==> config.mk <==
export PLATFORM = sky130hd
export DESIGN_NAME = rd4_serial_sub
export DESIGN_NICKNAME = d
export VERILOG_FILES = /design/src/rtl/rd4_pkg.sv /design/src/rtl/rd4_sub_digit.sv /design/src/rtl/rd4_serial_sub.sv
export SDC_FILE = /design/constraint.sdc
export NUM_CORES = 1
export LEC_CHECK = 0
export ABC_AREA = 1
export CAP_MARGIN = 20
export CORE_MARGIN = 8
export CORE_UTILIZATION = 40
export CTS_CLUSTER_DIAMETER = 120
export CTS_CLUSTER_SIZE = 24
export DETAILED_ROUTE_END_ITERATION = 10
export PLACE_DENSITY = 0.75
export SLEW_MARGIN = 30
export SYNTH_ARGS = -nofsm -noshare
export SYNTH_HDL_FRONTEND = slang
export SYNTH_HIERARCHICAL = 1
export SYNTH_SLANG_ARGS = --single-unit
==> constraint.sdc <==
create_clock -name clk -period 1.93 [get_ports clk]
set_input_delay 0.386 -clock clk [delete_from_list [all_inputs] [get_ports clk]]
set_output_delay 0.386 -clock clk [all_outputs]
set_load 0.01 [all_outputs]
==> src/rtl/rd4_pkg.sv <==
// Shared types and helpers for the radix-4 serial subtractor.
// Holds digit width, FSM state type and digit/borrow result struct.
package rd4_pkg;

   localparam int DIGW = 2;

   typedef enum logic {
      IDLE = 1'b0,
      RUN  = 1'b1
   } state_t;

   typedef struct packed {
      logic [DIGW-1:0] d;
      logic            b;
   } dig_res_t;

   // One radix-4 digit of a - b - bin; the extra top bit is the borrow.
   function automatic dig_res_t sub_dig(
      input logic [DIGW-1:0] a,
      input logic [DIGW-1:0] b,
      input logic            bin
   );
      logic [DIGW:0] t;
      dig_res_t      r;
      t   = {1'b0, a} - {1'b0, b} - {{DIGW{1'b0}}, bin};
      r.d = t[DIGW-1:0];
      r.b = t[DIGW];
      return r;
   endfunction

endpackage

==> src/rtl/rd4_sub_digit.sv <==
// Combinational radix-4 digit subtractor with borrow in/out.
// Ports: a, b (minuend/subtrahend digit), bin -> d (difference), bout.
module rd4_sub_digit
   import rd4_pkg::*;
(
   input  logic [DIGW-1:0] a,
   input  logic [DIGW-1:0] b,
   input  logic            bin,
   output logic [DIGW-1:0] d,
   output logic            bout
);

   dig_res_t r;

   assign r    = sub_dig(a, b, bin);
   assign d    = r.d;
   assign bout = r.b;

endmodule

==> src/rtl/rd4_serial_sub.sv <==
// Digit-serial radix-4 subtractor, LSB-first, NDIG digits per word.
// Ports: clk, rst_n; in_valid/in_ready with a_dig, b_dig;
// out_valid/out_ready with diff_dig, out_last, borrow_out, out_zero.
module rd4_serial_sub
   import rd4_pkg::*;
#(
   parameter int NDIG = 8
) (
   input  logic            clk,
   input  logic            rst_n,
   input  logic            in_valid,
   output logic            in_ready,
   input  logic [DIGW-1:0] a_dig,
   input  logic [DIGW-1:0] b_dig,
   output logic            out_valid,
   input  logic            out_ready,
   output logic [DIGW-1:0] diff_dig,
   output logic            out_last,
   output logic            borrow_out,
   output logic            out_zero
);

   localparam int CW = (NDIG > 1) ? $clog2(NDIG) : 1;
   localparam logic [CW-1:0] LAST = CW'(NDIG - 1);

   state_t          st;
   logic [CW-1:0]   cnt;
   logic            bq;
   logic            zacc;

   logic            in_xfer;
   logic            out_xfer;
   logic            bin;
   logic            is_last;
   logic            nz;
   logic [DIGW-1:0] dd;
   logic            db;

   assign in_ready = !out_valid || out_ready;
   assign in_xfer  = in_valid && in_ready;
   assign out_xfer = out_valid && out_ready;
   assign is_last  = (cnt == LAST);

   // IDLE means digit 0 of a word: start with no borrow and a fresh
   // zero accumulator regardless of what the previous word left.
   assign bin = (st == RUN) ? bq : 1'b0;
   assign nz  = ((st == RUN) ? zacc : 1'b1) & (dd == '0);

   rd4_sub_digit u_dig (
      .a    (a_dig),
      .b    (b_dig),
      .bin  (bin),
      .d    (dd),
      .bout (db)
   );

   always_ff @(posedge clk or negedge rst_n) begin
      if (!rst_n) begin
         st         <= IDLE;
         cnt        <= '0;
         bq         <= 1'b0;
         zacc       <= 1'b1;
         out_valid  <= 1'b0;
         diff_dig   <= '0;
         out_last   <= 1'b0;
         borrow_out <= 1'b0;
         out_zero   <= 1'b0;
      end else if (in_xfer) begin
         out_valid  <= 1'b1;
         diff_dig   <= dd;
         out_last   <= is_last;
         borrow_out <= is_last & db;
         out_zero   <= is_last & nz;
         if (is_last) begin
            st   <= IDLE;
            cnt  <= '0;
            bq   <= 1'b0;
            zacc <= 1'b1;
         end else begin
            st   <= RUN;
            cnt  <= cnt + 1'b1;
            bq   <= db;
            zacc <= nz;
         end
      end else if (out_xfer) begin
         out_valid <= 1'b0;
      end
   end

endmodule

==> results.tsv, run 1 <==
metric	value	unit
status	finished, final reports clean	
ant_nets	0	
initial_core_util	42.5	%
insertion_delay	0.27	ns
grt_pass1_wl	2.09	mm
core_area	1510	um^2
hold_viol	0	
drv_slew	0	
grt_use_total	7.99	%
drt_iter0_drc	7	
avgSynthCellArea	9.28	um^2
finalClockSkew	0.00188	ns
seqCellArea	302	um^2
ios	15	
wire_per_inst	11.3	um
synthCells	69	
startpoint	out_ready	
antenna_found_initial	0	
fmax	538	MHz
final_util	55.1	%
finalCriticalPeriod	1.86	ns
multi_input_area	280	um^2
synth_most_common_cell	nand2_1	
num_vias	478	
htree_levels	1	
worstReg2RegEnd	zacc	
p_leak	0.425	nW
ys_top_cells_by_area	dfrtp_1 (43%), nand2_1 (16%), fa_1 (6.3%)	
reg2reg_from	st	
port_buffers	14	
ys_seq_area_share	47.1	%
first_pass_iters	3	
synth_edf_count	0	
diodes	0	
worstPathArrival	1.47	ns
clock_path_buffers	2	
crit_path_end_kind	output port	
synth_top_area_share	43.0	%
peakVddDrop	487	uV
final.period_utilization	96.3	%
relSlewSlack	63.5	%
reg2reg_depth	12	
die_width	56.0	um
setup_violations	0	
yosys_warnings	6	
cts_made_buffers	3	
nets	101	
area_growth	29.7	%
ys_types	16	
required	1.54	ns
synthTopCellsByCount	nand2_1 (27), dfrtp_1 (11), inv_1 (9)	
place_congestion	0.724	
r2r_slack	0.18	ns
crit_fanout	2	
ys_seq_elements	12	
cts_tree	yes	
synth_area	641	um^2
max-cap-violations	0	
drive_above_1_share	21.8	%
synthArstFlopShare	100	%
hp-class	in2async	
drc	0	
cp-start-kind	input port	
finalSetupTns	0	ns
hpwlAfterDp	870	um
cts_hold_buf	0	
routed_wl	1.16	mm
rsz0062_at_grt	false	
synth_flop_cell	dfrtp_1	
fp.dieArea	3140	um^2
num-fill-cells	130	
ctsRootBufferMaster	clkbuf_4	
crit_end	in_ready	
grt_overflow	0	
critical_path_class	in2out	
row_count	14	
hold_slack	0.464	ns
worst_pin_slew	0.546	ns
pwr_density_cell	981	nW/um^2
grt_max_degree	19	
layout.cells.non_filler	103	
die_h	56.0	um
clk_pin_slew	0.08	ns
yosysTopAreaCell	dfrtp_1	
viasPerCell	4.64	
dp.cells	99	
cts_sinks	12	
grt_pass1_vias	466	
synth_fp_nets	82	
==> where the power goes <==
group,internal (mW),total (mW),switching (mW)
combinational,0.129,0.256,0.128
clock,0.115,0.201,0.0866
sequential,0.317,0.358,0.0413
total,0.560,0.815,0.256
==> per-layer routing <==
layer / up-vias / track usage [%] / routed length (um)
met5: - / 0 / 0
met3: 2 / 3.88 / 85
met2: 12 / 12.4 / 549
met1: 222 / 9.17 / 519
li1: 242 / - / -
met4: 0 / 3.09 / 8
==> stage by stage <==
stage,instance area [um^2],setup WS (ns),power (mW)
3_5_place_dp,792,-0.227,0.616
5_1_grt,831,0.00825,0.883
3_3_place_gp,792,-0.210,0.609
2_1_floorplan,641,0.296,0.522
6_report,831,0.0712,0.815
4_1_cts,828,0.0501,0.821
==> kinds of logic after synthesis <==
| kind of cell | after synthesis | share of synthesized area [%] |
|---|---|---|
| buffers and inverters | 12 | 9.57 |
| AO/OA/AOI/OAI | 5 | 5.66 |
| adder cells (fa/ha/maj) | 5 | 12.1 |
| flip-flops | 12 | 47.1 |
| AND/OR/NAND/NOR | 35 | 25.6 |
==> worst min-delay path by stage <==
stage / startpoint / to / depth (start not counted)
floorplan: rst_n / borrow_out / 0
global placement: zacc / zacc / 2
detailed placement: zacc / zacc / 2
CTS: zacc / zacc / 2
global route: zacc / zacc / 2
finish: rst_n / borrow_out / 1
==> state kept, by name, indices dropped and copies added, names as in the netlist <==
| signal | flops |
|---|---|
| cnt | 3 |
| diff_dig | 2 |
| borrow_out | 1 |
| bq | 1 |
| out_last | 1 |
| out_valid | 1 |
| out_zero | 1 |
| st | 1 |
| zacc | 1 |
==> layout make-up <==
cell class                 count  area share (%)
inverter                      10            4.52
timing repair buffer          16            18.7
tap                           16            2.41
sequential                    12            36.3
clock buffer                   4            4.37
multi-input combinational     45            33.7
==> what timing repair did <==
item	CTS	global route
resized for setup	0	4
endpoints found under the setup margin	0	2
setup buffers	0	0
==> placed cells by master, fill, tap and decap left out <==
cell             instances
buf_4                    2
clkbuf_4                 3
clkbuf_8                 1
clkdlybuf4s50_1         14
dfrtp_1                 11
dfstp_2                  1
fa_1                     1
fa_2                     1
ha_1                     3
inv_1                    7
inv_2                    3
nand2_1                 27
nand2_2                  3
nand2_4                  1
nand2_8                  1
nand3_1                  1
nor2_1                   2
o21ai_0                  1
o21ai_1                  1
o21ai_2                  3
==> critical path, stage by stage <==
cell and delay [ns]:
clkdlybuf4s50_1 0.45, inv_1 0.06, nand2_4 0.05, clkdlybuf4s50_1 0.53
Note: power is estimated with default switching activity, not from simulation.
==> run 2: changes to the inputs <==
- CAP_MARGIN: 20 -> 0
- clock period: 1.93 -> 1.9 ns (I/O delays scaled with it)
==> run 2 against run 1 <==
Total power increased by 1.1%. Count of clock-buffer cells in the layout stayed put. Clock power increased by 2%. First-iteration DRC count stayed put. Global-route usage fell by 0.26 points. Non-clock buffer count did not move. Critical endpoint unchanged. Clock skew about the same. Die area stayed put. Critical path depth unchanged.
==> results.tsv, run 2 (synthesized netlist as in run 1, its figures left out) <==
metric	value	unit
fp.dieArea	3140	um^2
reg2reg_from	st	
required	1.52	ns
peakVddDrop	437	uV
critical_path_class	in2out	
clk_pin_slew	0.08	ns
drt_iter0_drc	7	
finalClockSkew	0.00233	ns
cts_made_buffers	3	
rsz0062_at_grt	false	
die_width	56.0	um
worstReg2RegEnd	out_zero	
hp-class	in2async	
num_vias	478	
die_h	56.0	um
final_cell_mix	nand2_1 (27), clkdlybuf4s50_1 (13), dfrtp_1 (11), inv_1 (7)	
ios	15	
cts_tree	yes	
place_congestion	0.718	
drc	0	
grt_pass1_vias	457	
pwr_density_cell	989	nW/um^2
final_common_cell	nand2_1	
r2r_slack	0.18	ns
ant_nets	0	
worstPathArrival	1.46	ns
final.period_utilization	97.1	%
cts_sinks	12	
ctsRootBufferMaster	clkbuf_4	
nets	101	
layout.cells.non_filler	103	
wire_per_inst	11.1	um
row_count	14	
area_growth	30.1	%
max-cap-violations	0	
antenna_found_initial	0	
worst_pin_slew	0.560	ns
drive_above_1_share	21.8	%
hold_viol	0	
relSlewSlack	62.5	%
port_buffers	14	
setup_violations	0	
setup_slack	0.0554	ns
initial_core_util	42.5	%
htree_levels	1	
grt_pass1_wl	2.00	mm
diodes	0	
dp.cells	99	
first_pass_iters	4	
fmax	542	MHz
insertion_delay	0.27	ns
drv_slew	0	
grt_max_degree	19	
largest_reg_flops	3	
viasPerCell	4.64	
p_leak	0.435	nW
pre_cts_ws	-0.265	ns
clock_path_buffers	2	
top_register	cnt	
reg2reg_depth	10	
grt_use_total	7.72	%
largestRegisters	cnt x3, diff_dig x2	
crit_fanout	2	
finalCriticalPeriod	1.84	ns
routed_wl	1.14	mm
status	finished, final reports clean	
hpwlAfterDp	896	um
core_area	1510	um^2
cp-start-kind	input port	
grt_overflow	0	
crit_path_end_kind	output port	
## run 2: changes by cell type in the layout (fill, tap and decap cells not counted), sizes merged
| cell | delta |
|---|---|
| clkdlybuf4s50 | -1 |
| dlymetal6s2s | +1 |
## run 2: final cells by class
class                      instances  area [um^2]
inverter                          10         37.5
tap                               16         20.0
timing repair buffer              16          158
fill                             139          673
sequential                        12          302
clock buffer                       4         36.3
multi-input combinational         45          280
## run 2: routing by layer
| metal | part of all wire [%] | GRT usage, % | wire length (um) | up-vias |
|---|---|---|---|---|
| li1 | - | - | - | 238 |
| met1 | 44 | 8.96 | 504 | 218 |
| met2 | 47 | 11.9 | 532 | 18 |
| met3 | 7.2 | 2.97 | 82 | 4 |
| met4 | 2.1 | 4.12 | 24 | 0 |
| met5 | 0 | 0 | 0 | - |
## run 2: what timing repair did
| action | in CTS | in global routing |
|---|---|---|
| resized for setup | 0 | 4 |
| buffers inserted | 0 | 0 |
| setup endpoints to repair | 0 | 2 |
| hold buffers | 0 | 0 |
| hold endpoints to repair | 0 | 0 |
## run 2: stage by stage
step / util [%] / cell area (um^2) / TNS, ns / hold WS [ns] / total power [mW]
after global placement: 52.6 / 792 / -0.598 / 0.458 / 0.619
after global routing: 55.3 / 833 / 0 / 0.502 / 0.891
after floorplan: - / 641 / 0 / 0.0844 / 0.530
final: 55.3 / 833 / 0 / 0.464 / 0.824
after detailed placement: 52.6 / 792 / -0.717 / 0.469 / 0.626
after CTS: 55.0 / 828 / 0 / 0.476 / 0.836
## run 2: critical path, stage by stage
cell	delay [ns]
clkdlybuf4s50_1	0.45
inv_1	0.06
nand2_4	0.05
clkdlybuf4s50_1	0.53
## run 2: power by group
| part | internal (mW) | switching, mW |
|---|---|---|
| Clock | 0.116 | 0.0893 |
| Combinational | 0.128 | 0.127 |
| Sequential | 0.321 | 0.0421 |
| Total | 0.566 | 0.258 |
## run 2: worst max path at each step
stage | startpoint | to | slack [ns] | depth (start not counted)
6_report | out_ready | in_ready | 0.06 | 4
5_1_grt | a_dig[0] | out_zero | 0.007 | 8
2_1_floorplan | st | zacc | 0.27 | 12
3_3_place_gp | b_dig[0] | zacc | -0.22 | 11
4_1_cts | b_dig[0] | zacc | 0.02 | 11
3_5_place_dp | b_dig[0] | zacc | -0.26 | 11
